<file path="config.mk">
export PLATFORM = sky130hd
export DESIGN_NAME = trinity_fpga_mvp
export DESIGN_NICKNAME = d
export VERILOG_FILES = /design/src/rtl/trinity_fpga_mvp.sv
export SDC_FILE = /design/constraint.sdc
export NUM_CORES = 1
export LEC_CHECK = 0
export CORE_AREA = 2 2 147 178
export CTS_CLUSTER_SIZE = 28
export DETAILED_ROUTE_END_ITERATION = 12
export DIE_AREA = 0 0 149 180
export SYNTH_ARGS = -nofsm -noshare
export SYNTH_HDL_FRONTEND = slang
export SYNTH_SLANG_ARGS = --single-unit
</file>
<file path="constraint.sdc">
create_clock -name clk -period 10.2 [get_ports clk]
set_clock_uncertainty 0.05 [all_clocks]
set_input_delay 2.04 -clock clk [delete_from_list [all_inputs] [get_ports clk]]
set_output_delay 2.04 -clock clk [all_outputs]
set_load 0.05 [all_outputs]
</file>
<file path="src/rtl/trinity_fpga_mvp.sv">
// Ternary multiply-accumulate inference core: one 16-trit request word runs a fixed-length
// burst of dot products against a rotating weight register and reports the signed sum.
module trinity_fpga_mvp #(
  parameter int unsigned INFER_CYCLES = 123,
  parameter logic [31:0] WEIGHT_SEED  = 32'h55555555
) (
  input  logic        clk,
  input  logic        reset,
  input  logic [31:0] host_data_in,
  input  logic        host_valid,
  output logic [31:0] host_data_out,
  output logic        host_ready,
  output logic        inference_active,
  output logic [7:0]  debug_leds
);

  typedef enum logic [0:0] {
    ST_IDLE = 1'b0,
    ST_RUN  = 1'b1
  } state_t;

  localparam logic [15:0] CNT_LAST = 16'(INFER_CYCLES - 1);

  state_t             state_r;
  state_t             state_next_s;
  logic [31:0]        in_r;
  logic [31:0]        weight_r;
  logic [31:0]        acc_r;
  logic [15:0]        cnt_r;
  logic [31:0]        result_r;
  logic               armed_r;
  logic [5:0]         done_cnt_r;
  logic signed [5:0]  dot_s;
  logic [31:0]        acc_sum_s;
  logic               last_s;

  // Reserved code 2'b10 decodes to zero, same as 2'b00.
  function automatic logic signed [1:0] trit_decode(input logic [1:0] t);
    logic signed [1:0] v;
    case (t)
      2'b01:   v = 2'sb01;
      2'b11:   v = 2'sb11;
      default: v = 2'sb00;
    endcase
    return v;
  endfunction

  function automatic logic signed [5:0] trit_dot(input logic [31:0] a, input logic [31:0] w);
    logic signed [5:0] sum;
    logic signed [1:0] p;
    sum = 6'sd0;
    for (int i = 0; i < 16; i++) begin
      p   = trit_decode(a[2*i +: 2]) * trit_decode(w[2*i +: 2]);
      sum = sum + {{4{p[1]}}, p};
    end
    return sum;
  endfunction

  assign dot_s     = trit_dot(in_r, weight_r);
  assign acc_sum_s = acc_r + {{26{dot_s[5]}}, dot_s};
  assign last_s    = (cnt_r == CNT_LAST);

  // State register.
  always_ff @(posedge clk) begin
    if (reset) begin
      state_r <= ST_IDLE;
    end else begin
      state_r <= state_next_s;
    end
  end

  // Next-state decode: accept only from IDLE, leave RUN on the last accumulate cycle.
  always_comb begin
    state_next_s = state_r;
    case (state_r)
      ST_IDLE: begin
        if (host_valid) begin
          state_next_s = ST_RUN;
        end else begin
          state_next_s = ST_IDLE;
        end
      end
      ST_RUN: begin
        if (last_s) begin
          state_next_s = ST_IDLE;
        end else begin
          state_next_s = ST_RUN;
        end
      end
      default: state_next_s = ST_IDLE;
    endcase
  end

  // Datapath: request capture, accumulate/rotate during RUN, result and count at completion.
  always_ff @(posedge clk) begin
    if (reset) begin
      in_r       <= 32'h0000_0000;
      weight_r   <= 32'h0000_0000;
      acc_r      <= 32'h0000_0000;
      cnt_r      <= 16'h0000;
      result_r   <= 32'h0000_0000;
      armed_r    <= 1'b0;
      done_cnt_r <= 6'd0;
    end else begin
      case (state_r)
        ST_IDLE: begin
          if (host_valid) begin
            in_r     <= host_data_in;
            weight_r <= WEIGHT_SEED;
            acc_r    <= 32'h0000_0000;
            cnt_r    <= 16'h0000;
            armed_r  <= 1'b1;
          end
        end
        ST_RUN: begin
          acc_r    <= acc_sum_s;
          weight_r <= {weight_r[29:0], weight_r[31:30]};
          cnt_r    <= cnt_r + 16'd1;
          if (last_s) begin
            result_r   <= acc_sum_s;
            done_cnt_r <= done_cnt_r + 6'd1;
          end
        end
        default: begin
          armed_r <= armed_r;
        end
      endcase
    end
  end

  assign host_ready       = (state_r == ST_IDLE);
  assign inference_active = (state_r == ST_RUN);
  assign host_data_out    = result_r;
  assign debug_leds       = {armed_r, inference_active, done_cnt_r};

endmodule

</file>
==> results.py <==
metrics = {
    "global_route": {
        "grt_max_degree": 100,
        "grt_pass1_wl_um": 34300,
        "grt_use_total_pct": 15.7,
        "grt_overflow": 0,
        "antenna_found_initial": 0,
        "grt_pass1_vias": 6879,
    },
    "clocking": {
        "cts.sinks": 152,
        "clockRootBuffer": "clkbuf_16",
        "cts_inserted_buffers": 17,
        "postCtsSetupBuffers": 0,
        "cts.path.max_buffers": 2,
        "cts.clk_slew.worst_paths_ns": 0.07,
        "tritoncts": "done",
        "htreeDepth": 4,
        "hold_buffers": 0,
        "cts_resized": 0,
        "clkLatencyLatePin_ns": 0.44,
    },
    "synth": {
        "synth_compound_area_share_pct": 15.3,
        "ys_seq_elements": 152,
        "avgSynthCellArea_sq_um": 8.23,
        "syn_area_sq_um": 8670,
        "synth_ff_type": "dfxtp_1",
        "synth_top_area_share_pct": 35.1,
        "yosysTopAreaCell": "dfxtp_1",
        "netlist_instances": 1054,
        "synthTopCellsByArea": "dfxtp_1 (35%), fa_1 (8.5%), a21oi_1 (7.4%)",
        "ys_warn_count": 0,
        "syn-num-nets": 1171,
        "async_flop_share_pct": 0,
        "synthAdderAreaFrac_pct": 15.0,
        "synth_edf_count": 0,
        "synthMuxAreaShare_pct": 0.822,
        "synth_xor_area_share_pct": 5.25,
        "yosys.area_share.simple_pct": 23.3,
        "synth_top_family_by_area": "simple AND/OR/NAND/NOR gates",
        "synth.distinct_cells": 58,
        "seq_area_frac_synth_pct": 35.1,
    },
    "floorplanning": {
        "coreArea_sq_um": 25100,
        "die_h_um": 180,
        "ios": 77,
        "rows": 64,
        "start_util_pct": 34.5,
        "die_area_sq_um": 26800,
        "fp.dieW_um": 149,
    },
    "setup_path": {
        "rrSetupSlack_ns": 1.94,
        "timing.rr.end": "host_data_out[31]",
        "path_max_fanout": 26,
        "endpoint": "host_data_out[31]",
        "slowest_delay_ns": 0.63,
        "critPathLaunch": "weight_r[1]",
        "r2r_start": "weight_r[1]",
        "worstPathArrival_ns": 8.54,
        "worstPathRequired_ns": 10.49,
        "cp_slowest_cell": "ha_1",
        "critPathLaunchType": "flip-flop",
        "crit_path_end_kind": "flip-flop",
        "crit_type": "flip-flop to flip-flop",
        "ff2ff_path_depth": 28,
    },
    "power": {
        "power.leakage_nw": 4.18,
        "power.total_mw": 1.43,
        "ir_worst_vdd_v": 0.000109,
        "power_density_nw_per_um2": 140,
    },
    "sta": {
        "tns_ns": 0,
        "maxSlewHeadroom_pct": 24.5,
        "min_period_ns": 8.26,
        "max_freq_mhz": 121,
        "whs_ns": 0.399,
        "setup_viol": 0,
        "final.period_utilization_pct": 80.9,
        "tightest_slew_ns": 1.13,
        "hold_violations": 0,
        "rsz0062_at_grt": "no",
        "slew_violations": 0,
        "worst_slack_ns": 1.94,
    },
    "detailed_routing": {
        "antenna_left": 0,
        "drc": 0,
        "wl_per_cell_um": 14.0,
        "drt_wl_total_um": 20200,
        "drtPass1Iterations": 5,
        "vias_per_cell": 4.96,
        "initialDrtViolationCount": 253,
        "vias": 7147,
    },
    "hold_path": {
        "hp-class": "flip-flop to flip-flop",
    },
    "cells_and_area": {
        "design_area_sq_um": 10300,
        "layout_common_cells": "nand2_1 (152), dfxtp_1 (151), a21oi_1 (128), nor2_1 (92), clkdlybuf4s50_1 (74)",
        "layout.nets": 1216,
        "stdcell_count": 1442,
        "diodes": 0,
        "drive_gt1_share_pct": 5.40,
        "post-route-util_pct": 40.8,
        "filler_cell_count": 2600,
        "synthToLayoutAreaGrowth_pct": 18.2,
        "final_common_cell": "nand2_1",
    },
    "place": {
        "place.detailed.hpwl_um": 14300,
        "place_congestion": 0.867,
        "dp_cells": 1410,
        "numPortBuffers": 76,
        "dp_slack_ns": 1.93,
        "dpl-instance-area_sq_um": 9670,
    },
    "run": {
        "max-cap-violations": 0,
    },
    "run_status": {
        "status": "completed",
    },
}
cell families (layout without fill, tap and decap cells):
logic type | Yosys count | after routing
simple gates | 425 | 425
buf+inv | 117 | 175
xor+xnor | 52 | 52
mux | 7 | 7
fa+ha+maj | 82 | 82
flops | 152 | 152
compound gates | 219 | 219
Yosys cell counts, drive strengths merged, types with 2 or more instances:
cell type and number:
a22oi 2, nand3 33, nand2b 5, o21a 6, o21ai 26, o22a 2
or4 2, o31ai 2, nor2 92, mux2i 6, dfxtp 152, nor3 46
a211oi 7, xnor2 20, and4 6, or3 3, nand3b 2, and2 8
a21oi 130, and3 12, o21bai 2, inv 59, xor2 32, a31oi 9
o211ai 5, nand2 152, buf 13, nor4 6, clkbuf 44, a311o 5
fa 37, nand4 10, ha 45, or2 4, a21o 15, nor2b 6
nor3b 37
registers in the layout, indices dropped and copies added, names as in the netlist:
name / cells
acc_r: 32
host_data_out: 32
in_r: 32
weight_r: 32
cnt_r: 16
done_cnt_r: 6
armed_r: 1
inference_active: 1
where the power goes:
group / switching, mW / total (mW) / internal, mW
sequential: 0.0179 / 0.630 / 0.612
clock: 0.286 / 0.632 / 0.346
combinational: 0.104 / 0.170 / 0.0655
total: 0.409 / 1.43 / 1.02
critical path, delay by kind of cell (launching register included):
kind	cells	cell delay, ns
adders and majority gates	8	4.21
AOI/OAI and AO/OA	5	1.03
buffers and inverters	6	0.92
and+or+nand+nor	5	0.77
xor gates and xnor gates	3	0.56
DFF	1	0.36
muxes	1	0.25
layer usage:
layer  vias to the layer above  global-route usage, %  wire (um)
met3                        16                   2.59        543
li1                       3681                      -          -
met4                         0                   4.72        209
met2                       103                   27.2      10000
met1                      3347                   20.0       9400
met5                         -                      0          0
layout make-up:
type,count,area [sq um],share of cell area (%)
Multi-Input combinational cell,785,5180,50.5
Sequential cell,152,3050,29.7
Timing Repair Buffer,83,806,7.86
Clock buffer,17,425,4.15
Tap cell,330,413,4.03
Inverter,60,225,2.20
Clock inverter,15,156,1.52
how the worst min path moves through the flow:
stage                              to  depth (start not counted)         startpoint
floorplan                   acc_r[24]                          2          acc_r[24]
CTS                  host_data_out[4]                          2   host_data_out[4]
global placement     host_data_out[4]                          2   host_data_out[4]
global route        host_data_out[13]                          2  host_data_out[13]
detailed placement   host_data_out[4]                          2   host_data_out[4]
finish               host_data_out[4]                          2   host_data_out[4]
(Power assumes the default switching activity.)
==> RTL change, RTL diff (same flow settings) <==
Put a register stage on the output `debug_leds`, cleared by the reset. The value now appears one clock later. The other outputs are not delayed to match.
--- a/src/rtl/trinity_fpga_mvp.sv
+++ b/src/rtl/trinity_fpga_mvp.sv
@@ -131,7 +131,13 @@
   assign host_ready       = (state_r == ST_IDLE);
   assign inference_active = (state_r == ST_RUN);
   assign host_data_out    = result_r;
-  assign debug_leds       = {armed_r, inference_active, done_cnt_r};
+  always_ff @(posedge clk) begin
+    if (reset) begin
+      debug_leds <= '0;
+    end else begin
+      debug_leds <= {armed_r, inference_active, done_cnt_r};
+    end
+  end
 
 endmodule
 
Behaviour: not the same (Yosys sat finds a counterexample within 4 cycles, from zero or initial values and one cycle with reset high).
==> RTL change against the unedited design <==
  * Total power is 1.5% higher
  * Count of clock-buffer cells in the layout is 2 higher
  * Critical path depth is 1 lower
  * Via count is 1.1% higher
  * Worst setup slack better by 0.27 ns
  * Final area is 0.89% higher
  * Synthesized area is 0.61% higher
  * Global-route usage is 0.18 points higher
  * Routed wire length is 0.80% higher
  * First-iteration DRC count is 14% higher
  * Sequential cell count is 8 higher
==> RTL change: results (changes against the unedited design) <==
metric	value	unit	change
status	finished, final reports clean		
Max Fanout on Critical Path	27		+3.8%
ratio of cells with drive above 1 in the final layout	4.91	%	-0.48 points
most common cell in the netlist	nand2_1		
Worst-Margin Slew	0.957	ns	-0.176 ns
multiplexer share of the synthesized area	0.703	%	-0.12 points
worst hold path type	flop to flop		
largest net degree at the start of global routing	88		-12%
IO buf count	76		unchanged
# Post-CTS Setup Buffers	0		unchanged
Pleak	4.25	nW	+1.5%
final-stage net count	1205		-0.90%
Yosys Warn Count	0		unchanged
worst path arrival time	8.24	ns	-0.30 ns
global routing met1 resource utilization	20.3	%	+0.38 points
CTS H-tree depth	4		unchanged
Post-synth EDFFs	0		unchanged
worst vdd ir	97.8	uV	-9.9%
Top FF cell, synth	dfxtp_1		
via count	7227		+1.1%
Compound-Gate Fraction of Synth Area	17.2	%	+1.8 points
worst skew pair latency	0.43	ns	
fin. max-slew vios	0		unchanged
Final Setup Violations	0		unchanged
DP Wirelength	14300	um	+0.32%
first drt pass iteration count	5		unchanged
Yosys cell types	54		-6.9%
initial antenna violation count	0		unchanged
met2 Use GR	27.3	%	+0.074 points
Antenna Cells	0		unchanged
clock buffer count from CTS	17		unchanged
post-synthesis adder-cell area fraction	14.9	%	-0.091 points
Fillers	2598		-0.077%
Routability Congestion	0.873		+0.72%
first-pass GRT wire length	34900	um	+1.8%
XOR/XNOR Fraction of Synth Area	5.52	%	+0.27 points
Post-CTS Resized	0		unchanged
root buf cell	clkbuf_16		
DRT Wirelength	20400	um	+0.80%
Async S/R FF share, synth	0	%	unchanged
Synth area leaders	dfxtp_1 (37%), fa_1 (8.5%), nand2_1 (7.3%), ha_1 (6.5%), a21oi_1 (5.7%)		
GRT Overall Usage	15.9	%	+0.18 points
Clock transition at path regs	0.07	ns	about the same
Iter 0 DRT Violations	289		+14%
maxcap violations	0		unchanged
Commonest cells post-synth	nand2_1 (170), dfxtp_1 (160), a21oi_1 (100), inv_1 (63), nor2_1 (59)		
GR Util met3	2.51	%	-0.076 points
dpl ws	2.24	ns	+0.311 ns
deepest clock path buffer count	2		unchanged
register area share after synthesis	36.7	%	+1.6 points
[RTL change: cell count changes in the layout (fill, tap and decap cells not counted), moves of 9 or more]
cell	delta
nand2_1	+17
a22o_1	+35
a21oi_1	-28
nor3b_1	-36
nor2_1	-33
dfxtp_1	+9
[RTL change: path summary, 6_finish.rpt]
path	slack, ns	cells after the start	end	from
setup / recovery	2.22	27	host_data_out[31]$_SDFFE_PP0P_	weight_r[1]$_SDFFE_PP0P_
hold / removal	0.40	2	host_data_out[19]$_SDFFE_PP0P_	host_data_out[19]$_SDFFE_PP0P_
setup reg to reg	2.22	27	host_data_out[31]$_SDFFE_PP0P_	weight_r[1]$_SDFFE_PP0P_
hold reg to reg	0.40	2	host_data_out[19]$_SDFFE_PP0P_	host_data_out[19]$_SDFFE_PP0P_
[RTL change: logic make-up after synthesis]
logic type | count (synthesis)
AND/OR/NAND/NOR | 380
AO/OA/AOI/OAI | 237
flip-flops | 160
buffers and inverters | 119
adder cells (fa/ha/maj) | 82
XOR/XNOR | 55
multiplexers | 6
[RTL change: critical path: stages (launching register included)]
cell,delay [ns]
dfxtp_1,0.37
xor2_1,0.15
nand3_1,0.12
fa_1,0.55
inv_1,0.08
fa_1,0.59
inv_1,0.07
fa_1,0.58
inv_1,0.07
fa_1,0.52
fa_1,0.54
inv_1,0.05
fa_1,0.52
inv_1,0.06
ha_1,0.29
a21o_1,0.15
a21oi_1,0.23
xnor2_2,0.13
buf_4,0.33
ha_1,0.36
o21ai_0,0.24
nand2_1,0.09
o2111a_1,0.18
o21ai_0,0.33
o21ai_0,0.26
a211oi_1,0.58
and4_1,0.29
nor3_1,0.05
[RTL change: routing by layer]
metal / vias up / wire length [um]
li1: 3672 / -
met1: 3422 / 9520
met2: 115 / 10000
met3: 18 / 595
met4: 0 / 227
met5: - / 0
[RTL change: where the power goes]
group          switching [mW]  internal [mW]  leakage, nW
Sequential             0.0145          0.644         1.30
Clock                   0.268          0.361        0.267
Combinational           0.103         0.0640         2.68
Total                   0.386           1.07         4.25
[RTL change: metrics by stage]
stage	hold slack [ns]	instances	area, sq um
after floorplan	0.382	1039	8730
after global placement	0.389	1399	9780
after detailed placement	0.395	1399	9780
after CTS	0.404	1429	10300
after global routing	0.423	1429	10300
final	0.402	1429	10300
[RTL change: layout make-up]
type	instances	area (sq um)	area share [%]
well taps	330	413	3.99
multi-input cells	760	5100	49.3
clock inverters	11	131	1.27
inverters	63	236	2.29
repair buffers	86	833	8.05
clock buffers	19	433	4.18
flip-flops and latches	160	3200	31.0
